[src/rtl/mux4_rr_arbiter.sv]
// Round-robin arbiter for a shared 4-input select path. It drives s1/s0, registers the chosen word and hands it on with valid/ready.
// Optional macro MUX4_ARB_BURST_EN: the granted source keeps the grant for up to BURST_LEN back-to-back words.
module mux4_rr_arbiter #(
    parameter int N         = 8,
    parameter int BURST_LEN = 4
) (
    input  logic         clk,
    input  logic         rst_n,
    input  logic [3:0]   req,
    input  logic [N-1:0] A,
    input  logic [N-1:0] B,
    input  logic [N-1:0] C,
    input  logic [N-1:0] D,
    output logic [3:0]   gnt,
    output logic [3:0]   ack,
    output logic         s1,
    output logic         s0,
    output logic         out_valid,
    output logic [N-1:0] out_data,
    input  logic         out_ready
);

    typedef enum logic {IDLE, BUSY} state_t;

    state_t       state_q, state_d;
    logic [1:0]   rr_ptr_q, rr_ptr_d;
    logic [1:0]   sel_q, sel_d;
    logic [3:0]   gnt_q, gnt_d;
    logic         out_valid_q, out_valid_d;
    logic [N-1:0] out_data_q, out_data_d;
    logic         found;
    logic [1:0]   win;
    logic         accept;

`ifdef MUX4_ARB_BURST_EN
    localparam logic [3:0] BURST_LAST = 4'(BURST_LEN - 1);
    logic [3:0] burst_cnt_q, burst_cnt_d;
`endif

    if (BURST_LEN < 1 || BURST_LEN > 16) begin : g_bad_burst_len
        $error("BURST_LEN must be in 1..16");
    end

    // Searches ptr+1, ptr+2, ... (mod 4). The descending loop lets the nearest requester win.
    function automatic logic [2:0] rr_pick(input logic [3:0] r, input logic [1:0] ptr);
        logic [2:0] res;
        logic [1:0] idx;
        res = 3'b000;
        for (int k = 4; k >= 1; k--) begin
            idx = ptr + 2'(k);
            if (r[idx]) res = {1'b1, idx};
        end
        return res;
    endfunction

    function automatic logic [N-1:0] mux4(input logic [1:0] s, input logic [N-1:0] a,
                                          input logic [N-1:0] b, input logic [N-1:0] c,
                                          input logic [N-1:0] d);
        logic [N-1:0] y;
        case (s)
            2'd0:    y = a;
            2'd1:    y = b;
            2'd2:    y = c;
            default: y = d;
        endcase
        return y;
    endfunction

    always_comb begin
        state_d     = state_q;
        rr_ptr_d    = rr_ptr_q;
        sel_d       = sel_q;
        gnt_d       = gnt_q;
        out_valid_d = out_valid_q;
        out_data_d  = out_data_q;
`ifdef MUX4_ARB_BURST_EN
        burst_cnt_d = burst_cnt_q;
`endif
        {found, win} = rr_pick(req, rr_ptr_q);
        accept       = (state_q == BUSY) && out_valid_q && out_ready;
        ack          = accept ? gnt_q : 4'b0000;

        case (state_q)
            IDLE: begin
                if (found) begin
                    gnt_d       = 4'b0001 << win;
                    sel_d       = win;
                    out_data_d  = mux4(win, A, B, C, D);
                    out_valid_d = 1'b1;
                    state_d     = BUSY;
                end
            end
            default: begin
                if (accept) begin
`ifdef MUX4_ARB_BURST_EN
                    if (req[sel_q] && (burst_cnt_q < BURST_LAST)) begin
                        out_data_d  = mux4(sel_q, A, B, C, D);
                        burst_cnt_d = burst_cnt_q + 4'd1;
                    end else begin
                        rr_ptr_d    = sel_q;
                        out_valid_d = 1'b0;
                        gnt_d       = 4'b0000;
                        burst_cnt_d = 4'd0;
                        state_d     = IDLE;
                    end
`else
                    rr_ptr_d    = sel_q;
                    out_valid_d = 1'b0;
                    gnt_d       = 4'b0000;
                    state_d     = IDLE;
`endif
                end
            end
        endcase
    end

    // rr_ptr resets to 3 so that source A has first priority.
    always_ff @(posedge clk or negedge rst_n) begin
        if (!rst_n) begin
            state_q     <= IDLE;
            rr_ptr_q    <= 2'd3;
            sel_q       <= 2'd0;
            gnt_q       <= 4'b0000;
            out_valid_q <= 1'b0;
            out_data_q  <= '0;
`ifdef MUX4_ARB_BURST_EN
            burst_cnt_q <= 4'd0;
`endif
        end else begin
            state_q     <= state_d;
            rr_ptr_q    <= rr_ptr_d;
            sel_q       <= sel_d;
            gnt_q       <= gnt_d;
            out_valid_q <= out_valid_d;
            out_data_q  <= out_data_d;
`ifdef MUX4_ARB_BURST_EN
            burst_cnt_q <= burst_cnt_d;
`endif
        end
    end

    assign gnt       = gnt_q;
    assign s1        = sel_q[1];
    assign s0        = sel_q[0];
    assign out_valid = out_valid_q;
    assign out_data  = out_data_q;

endmodule
[config.mk]
export PLATFORM = sky130hd
export DESIGN_NAME = mux4_rr_arbiter
export DESIGN_NICKNAME = d
export VERILOG_FILES = /design/src/rtl/mux4_rr_arbiter.sv
export SDC_FILE = /design/constraint.sdc
export NUM_CORES = 1
export LEC_CHECK = 0
export BUFFER_PORTS_ARGS = -buffer_cell sky130_fd_sc_hd__buf_4
export CAP_MARGIN = 25
export CELL_PAD_IN_SITES_DETAIL_PLACEMENT = 0
export CELL_PAD_IN_SITES_GLOBAL_PLACEMENT = 2
export CORE_MARGIN = 10
export CORE_UTILIZATION = 27
export DETAILED_ROUTE_END_ITERATION = 10
export PLACE_DENSITY = 0.88
export REMOVE_ABC_BUFFERS = 1
export SYNTH_ARGS = -nofsm -noshare
export SYNTH_HDL_FRONTEND = slang
export SYNTH_SLANG_ARGS = --single-unit
[constraint.sdc]
create_clock -name clk -period 3.9 [get_ports clk]
set_input_delay 0 -clock clk [delete_from_list [all_inputs] [get_ports clk]]
set_output_delay 0 -clock clk [all_outputs]
set_load 0.1 [all_outputs]
# Word level (Yosys, flattened, before mapping)
# Cells that the tools add are included.
# totals
regBits,18
inputBits,39
out_inout_bits,19
elab_cells,48
# op_classes
n_addsub,3
n_lt_le_gt_ge,4
eq_ne,3
shift,1
mux,23
n_bitwise,1
reduce_logical,7
# op_table
cell,n
one-hot mux 8 bit (3 select lines),1
2-to-1 mux 4 bit,4
"< comparator 2 x 3 -> 1 bit, second input constant",4
2-to-1 mux 3 bit,4
2-to-1 mux 1 bit,10
binary-select mux 1 bit (select 2 bit),4
AND reduction 2 bit,3
"adder 2 bit, second input constant",2
"<< shifter 1 x 2 -> 4 bit, first input constant",1
"adder 2 x 1 -> 2 bit, second input constant",1
"== test 2 x 1 -> 1 bit, second input constant",1
"== test 2 bit, second input constant",1
logical AND 1 bit,2
logical NOT 2 bit,1
"inequality test 2 x 1 -> 1 bit, second input constant",1
nonzero test 2 bit,1
inverter 1 bit,1

# Logic depth before layout (Yosys ltp)
# depth
ltp_word,9
ltp_mapped,7
mapped_depth_nobuf,5

# Worst setup path after synthesis
# No wires, ideal clock.
# synth_path
kind,flip-flop to output port
from,"reg out_valid_q, in the netlist out_valid"
to,out ack[0]
t_arrival_ns,2.160
t_required_ns,3.900
slack_ns,1.740
path_stages_with_launch,4
n_path_buf,1
path_cell_list,dfrtp_1 and3_1 clkbuf_1 and2_1
# synth_via
elab_chain_len,3
# synth_lines
item,line_no,text
"start, declared",29,"logic out_valid_q, out_valid_d;"
"start signal, assigned",134,out_valid_q <= out_valid_d;
logical AND 1 bit (2 in a row),80,accept = (state_q == BUSY) && out_valid_q && out_ready;
2-to-1 mux 4 bit,81,ack = accept ? gnt_q : 4'b0000;
"end, declared",15,"output logic [3:0] ack,"
# No other way between the ends.

# Final worst setup path
# layout_path
from,reg rr_ptr_q[1]
to,"reg out_data_q[3], in the netlist out_data[3]"
# layout_via
elab_chain_len,8
word_cells_on_any_way,20
classes_between,add/sub (3); eq/ne (2); mux (13); reduce/logical (2)
# layout_lines
item,line_no,text
"start, declared",26,"logic [1:0] rr_ptr_q, rr_ptr_d;"
"start signal, assigned",131,rr_ptr_q <= rr_ptr_d;
adder 2 bit / binary-select mux 1 bit (select 2 bit) (equally long branches),"50, 51",
binary-select mux 1 bit (select 2 bit) / 2-to-1 mux 1 bit (equally long branches),51,"if (r[idx]) res = {1'b1, idx};"
2-to-1 mux 1 bit (not written as such) / 2-to-1 mux 3 bit (equally long branches),51,
2-to-1 mux 3 bit (2 in a row),51,
2-to-1 mux 3 bit (*),51,
"== test 2 bit, or another cell as far along",60,case (s)
one-hot mux 8 bit (3 select lines),60,
"end signal, assigned",135,out_data_q <= out_data_d;
"end, declared",30,"logic [N-1:0] out_data_q, out_data_d;"
# Mark *: on every way between the ends. The rest lies on a longest branch, timed or not. The select of a mux whose other input is x is not followed.
# A chain may end at the register's enable or synchronous reset.

==> out/results.ini <==
[grt]
grt_pass1_wl_mm = 5.740
grt_max_degree = 19
antenna_found_initial = 0
grt-ovfl-total = 0
track_usage = 0.09856
grt_pass1_vias = 1189

[placed_design]
place_inst = 215
dp_hpwl_mm = 2.775
gp_congestion = 0.7642
numPortBuffers = 57
place_ws_ns = 1.853

[sta]
max_freq_mhz = 491.3
fin_crit_ns = 2.035
tns_ns = 0
clock_skew_ns = 0.001920
tightest_slew_ns = 0.7201
rsz0062_at_grt = false
slew_headroom = 0.5199
final.setup.worst_slack_ns = 1.865
setup_violations = 0
period_share = 0.5219
hold_viol_final = 0
maxSlewViolCount = 0

[layout]
nFillCells = 411
regArea_um2 = 452.9
drive_gt1_frac = 0.4588
syn2layout_area_growth_pct = 49.38
utilization = 0.4165
multi_input_area_um2 = 600.6
stdcell_count = 220
fin_nets = 210
antennaDiodeCount = 0

[setup_path]
cp.required_ns = 4.04
max_stage_delay_ns = 0.59
worst_setup_path_end_kind = register
worstSetupPathType = reg -> reg
crit_path_start_kind = register
path_delay_family = compound AO/OA/AOI/OAI gates
critical_path.slowest_cell = dfstp_2
cp.arrival_ns = 2.17
cp_num_buf_inv = 1
crit_fanout = 10
path_cells = nand3b_1 > a31oi_2 > buf_8 > mux2i_1 > a31oi_1 > a21boi_2

[clock_tree]
cts_tree = built
htreeDepth = 1
postCtsSetupBuffers = 0
ctsRootBufferMaster = clkbuf_8
clock_path_buffers = 2
path_clk_slew_ns = 0.07
insertion_delay_ns = 0.26
cts_buffers = 3
cts.sinks = 18

[drt]
detailroute.via_count = 1019
wl_mm = 3.407
ant_nets = 0
drcViolationCount = 0
drt-initial-drc-count = 24
vias_per_cell = 4.632
wl_per_cell_um = 15.49
drtPass1Iterations = 4

[yosys]
netlist_area_mm2 = 0.001107
synthCells = 110
synth_top_area_frac = 0.3616
yosys_register_bits = 18
ys_seq_area_frac = 0.4090
ys_warn_count = 0
synth.top_cells.by_area = dfrtp_1, mux2i_1, a21boi_2
syn_avg_cell_area_um2 = 10.07
synth_largest_area_cell = dfrtp_1
yosysUniqueCellTypes = 29

[floorplan]
rows = 23
die_h_um = 84.04
pin_count = 58
core-area_mm2 = 0.003971
dieArea_mm2 = 0.007063
fp.dieW_um = 84.04
initial_core_util = 0.2788

[pwr]
max-vdd-ir-drop_mv = 0.3620
power_leakage_uw = 0.0008180
power.density_mw_per_mm2 = 877.9

[hold_path]
min_path_type = in -> reg

[flow_run]
maxCapViolCount = 0

[outcome]
status = completed

[final timing paths]
kind,from,to,slack [ns],cells after the start
setup / recovery,rr_ptr_q[1],out_data[3],1.86,6
hold / removal,out_ready,out_valid,0.01,3
setup reg to reg,rr_ptr_q[1],out_data[3],1.86,6
max in group asynchronous,rst_n,rr_ptr_q[1],3.50,2
min in group asynchronous,rst_n,out_valid,0.14,2
hold reg to reg,rr_ptr_q[0],rr_ptr_q[0],0.48,2
[routing by layer]
metal | up-vias | part of all wire | global-route usage
met5 | - | 0 | 0
met4 | 0 | 0.013 | 0.03653
met3 | 4 | 0.11 | 0.05176
met2 | 49 | 0.43 | 0.1501
met1 | 457 | 0.45 | 0.1136
li1 | 509 | - | -
[layout make-up]
class | instances | share of cell area
Inverter | 4 | 0.009077
Sequential cell | 18 | 0.2738
Timing Repair Buffer | 61 | 0.2829
Multi-Input combinational cell | 83 | 0.3631
Tap cell | 50 | 0.03782
Clock buffer | 4 | 0.03328
[tightest hold or removal path: stages]
cell,delay (ns)
buf_4,0.09
nand2b_1,0.09
a21oi_1,0.06
[cells by family (layout without fill, tap and decap cells)]
kind of cell	count (synthesis)	in the layout	share of synthesized area
flip-flops	18	18	0.4090
buffers and inverters	9	69	0.05423
multiplexers	17	17	0.1537
AO/OA/AOI/OAI	28	28	0.2079
AND/OR/NAND/NOR	38	38	0.1751
[flip-flops by register name (all words and copies together) (netlist names)]
| name | count |
|---|---|
| out_data | 8 |
| sel_q | 2 |
| state_q | 1 |
| out_valid | 1 |
| gnt | 4 |
| rr_ptr_q | 2 |
[cells in the final DEF (no fill, tap or decap), types with 2 or more instances in the layout]
cell / instances
a21boi_1: 2
a21boi_2: 6
a21o_1: 2
a31oi_1: 8
a32o_1: 2
and2_1: 4
buf_4: 59
clkbuf_8: 4
dfrtp_1: 16
dfstp_2: 2
inv_1: 3
mux2i_1: 17
nand2_1: 9
nand2b_1: 4
nand3_1: 4
nor2_1: 12
o21ai_0: 3
[through the flow]
stage,area [µm²],total power [µW],hold slack [ns]
final,1654,1452,0.01011
after global routing,1654,1534,0.01260
after CTS,1654,1467,0.007971
after detailed placement,1589,1307,-0.1117
after global placement,1574,1284,-0.1179
after floorplan,1062,1067,-0.2956
[Yosys cell counts]
cell type and instances:
buf_6 1, a31oi_4 1, o21ai_0 3, nor2b_1 1
a21boi_1 2, and3_1 1, dfstp_2 2, dfrtp_1 16
a21oi_2 1, o22ai_1 1, nor2_1 12, buf_2 2
nor2_4 1, nand3_1 4, and2_1 4, a21o_1 2
a21oi_1 1, a21boi_2 6, nand2_1 9, nand2b_4 1
a31oi_1 9, buf_12 1, inv_1 3, a32o_1 2
clkbuf_1 1, mux2i_1 17, inv_2 1, nand3b_1 1
nand2b_1 4
[power by group]
group | total [µW] | switching, µW | leakage (µW) | internal, µW
clock | 158 | 68.3 | 0.0000288 | 89.9
sequential | 332 | 59.4 | 0.000209 | 272
combinational | 962 | 696 | 0.000580 | 266
total | 1450 | 824 | 0.000818 | 628
[what timing repair did]
action                    4_1_cts  5_1_grt
hold buffers                    1        0
gates resized for setup         0        0
hold endpoints to repair       18        0
(Power assumes the default switching activity.)
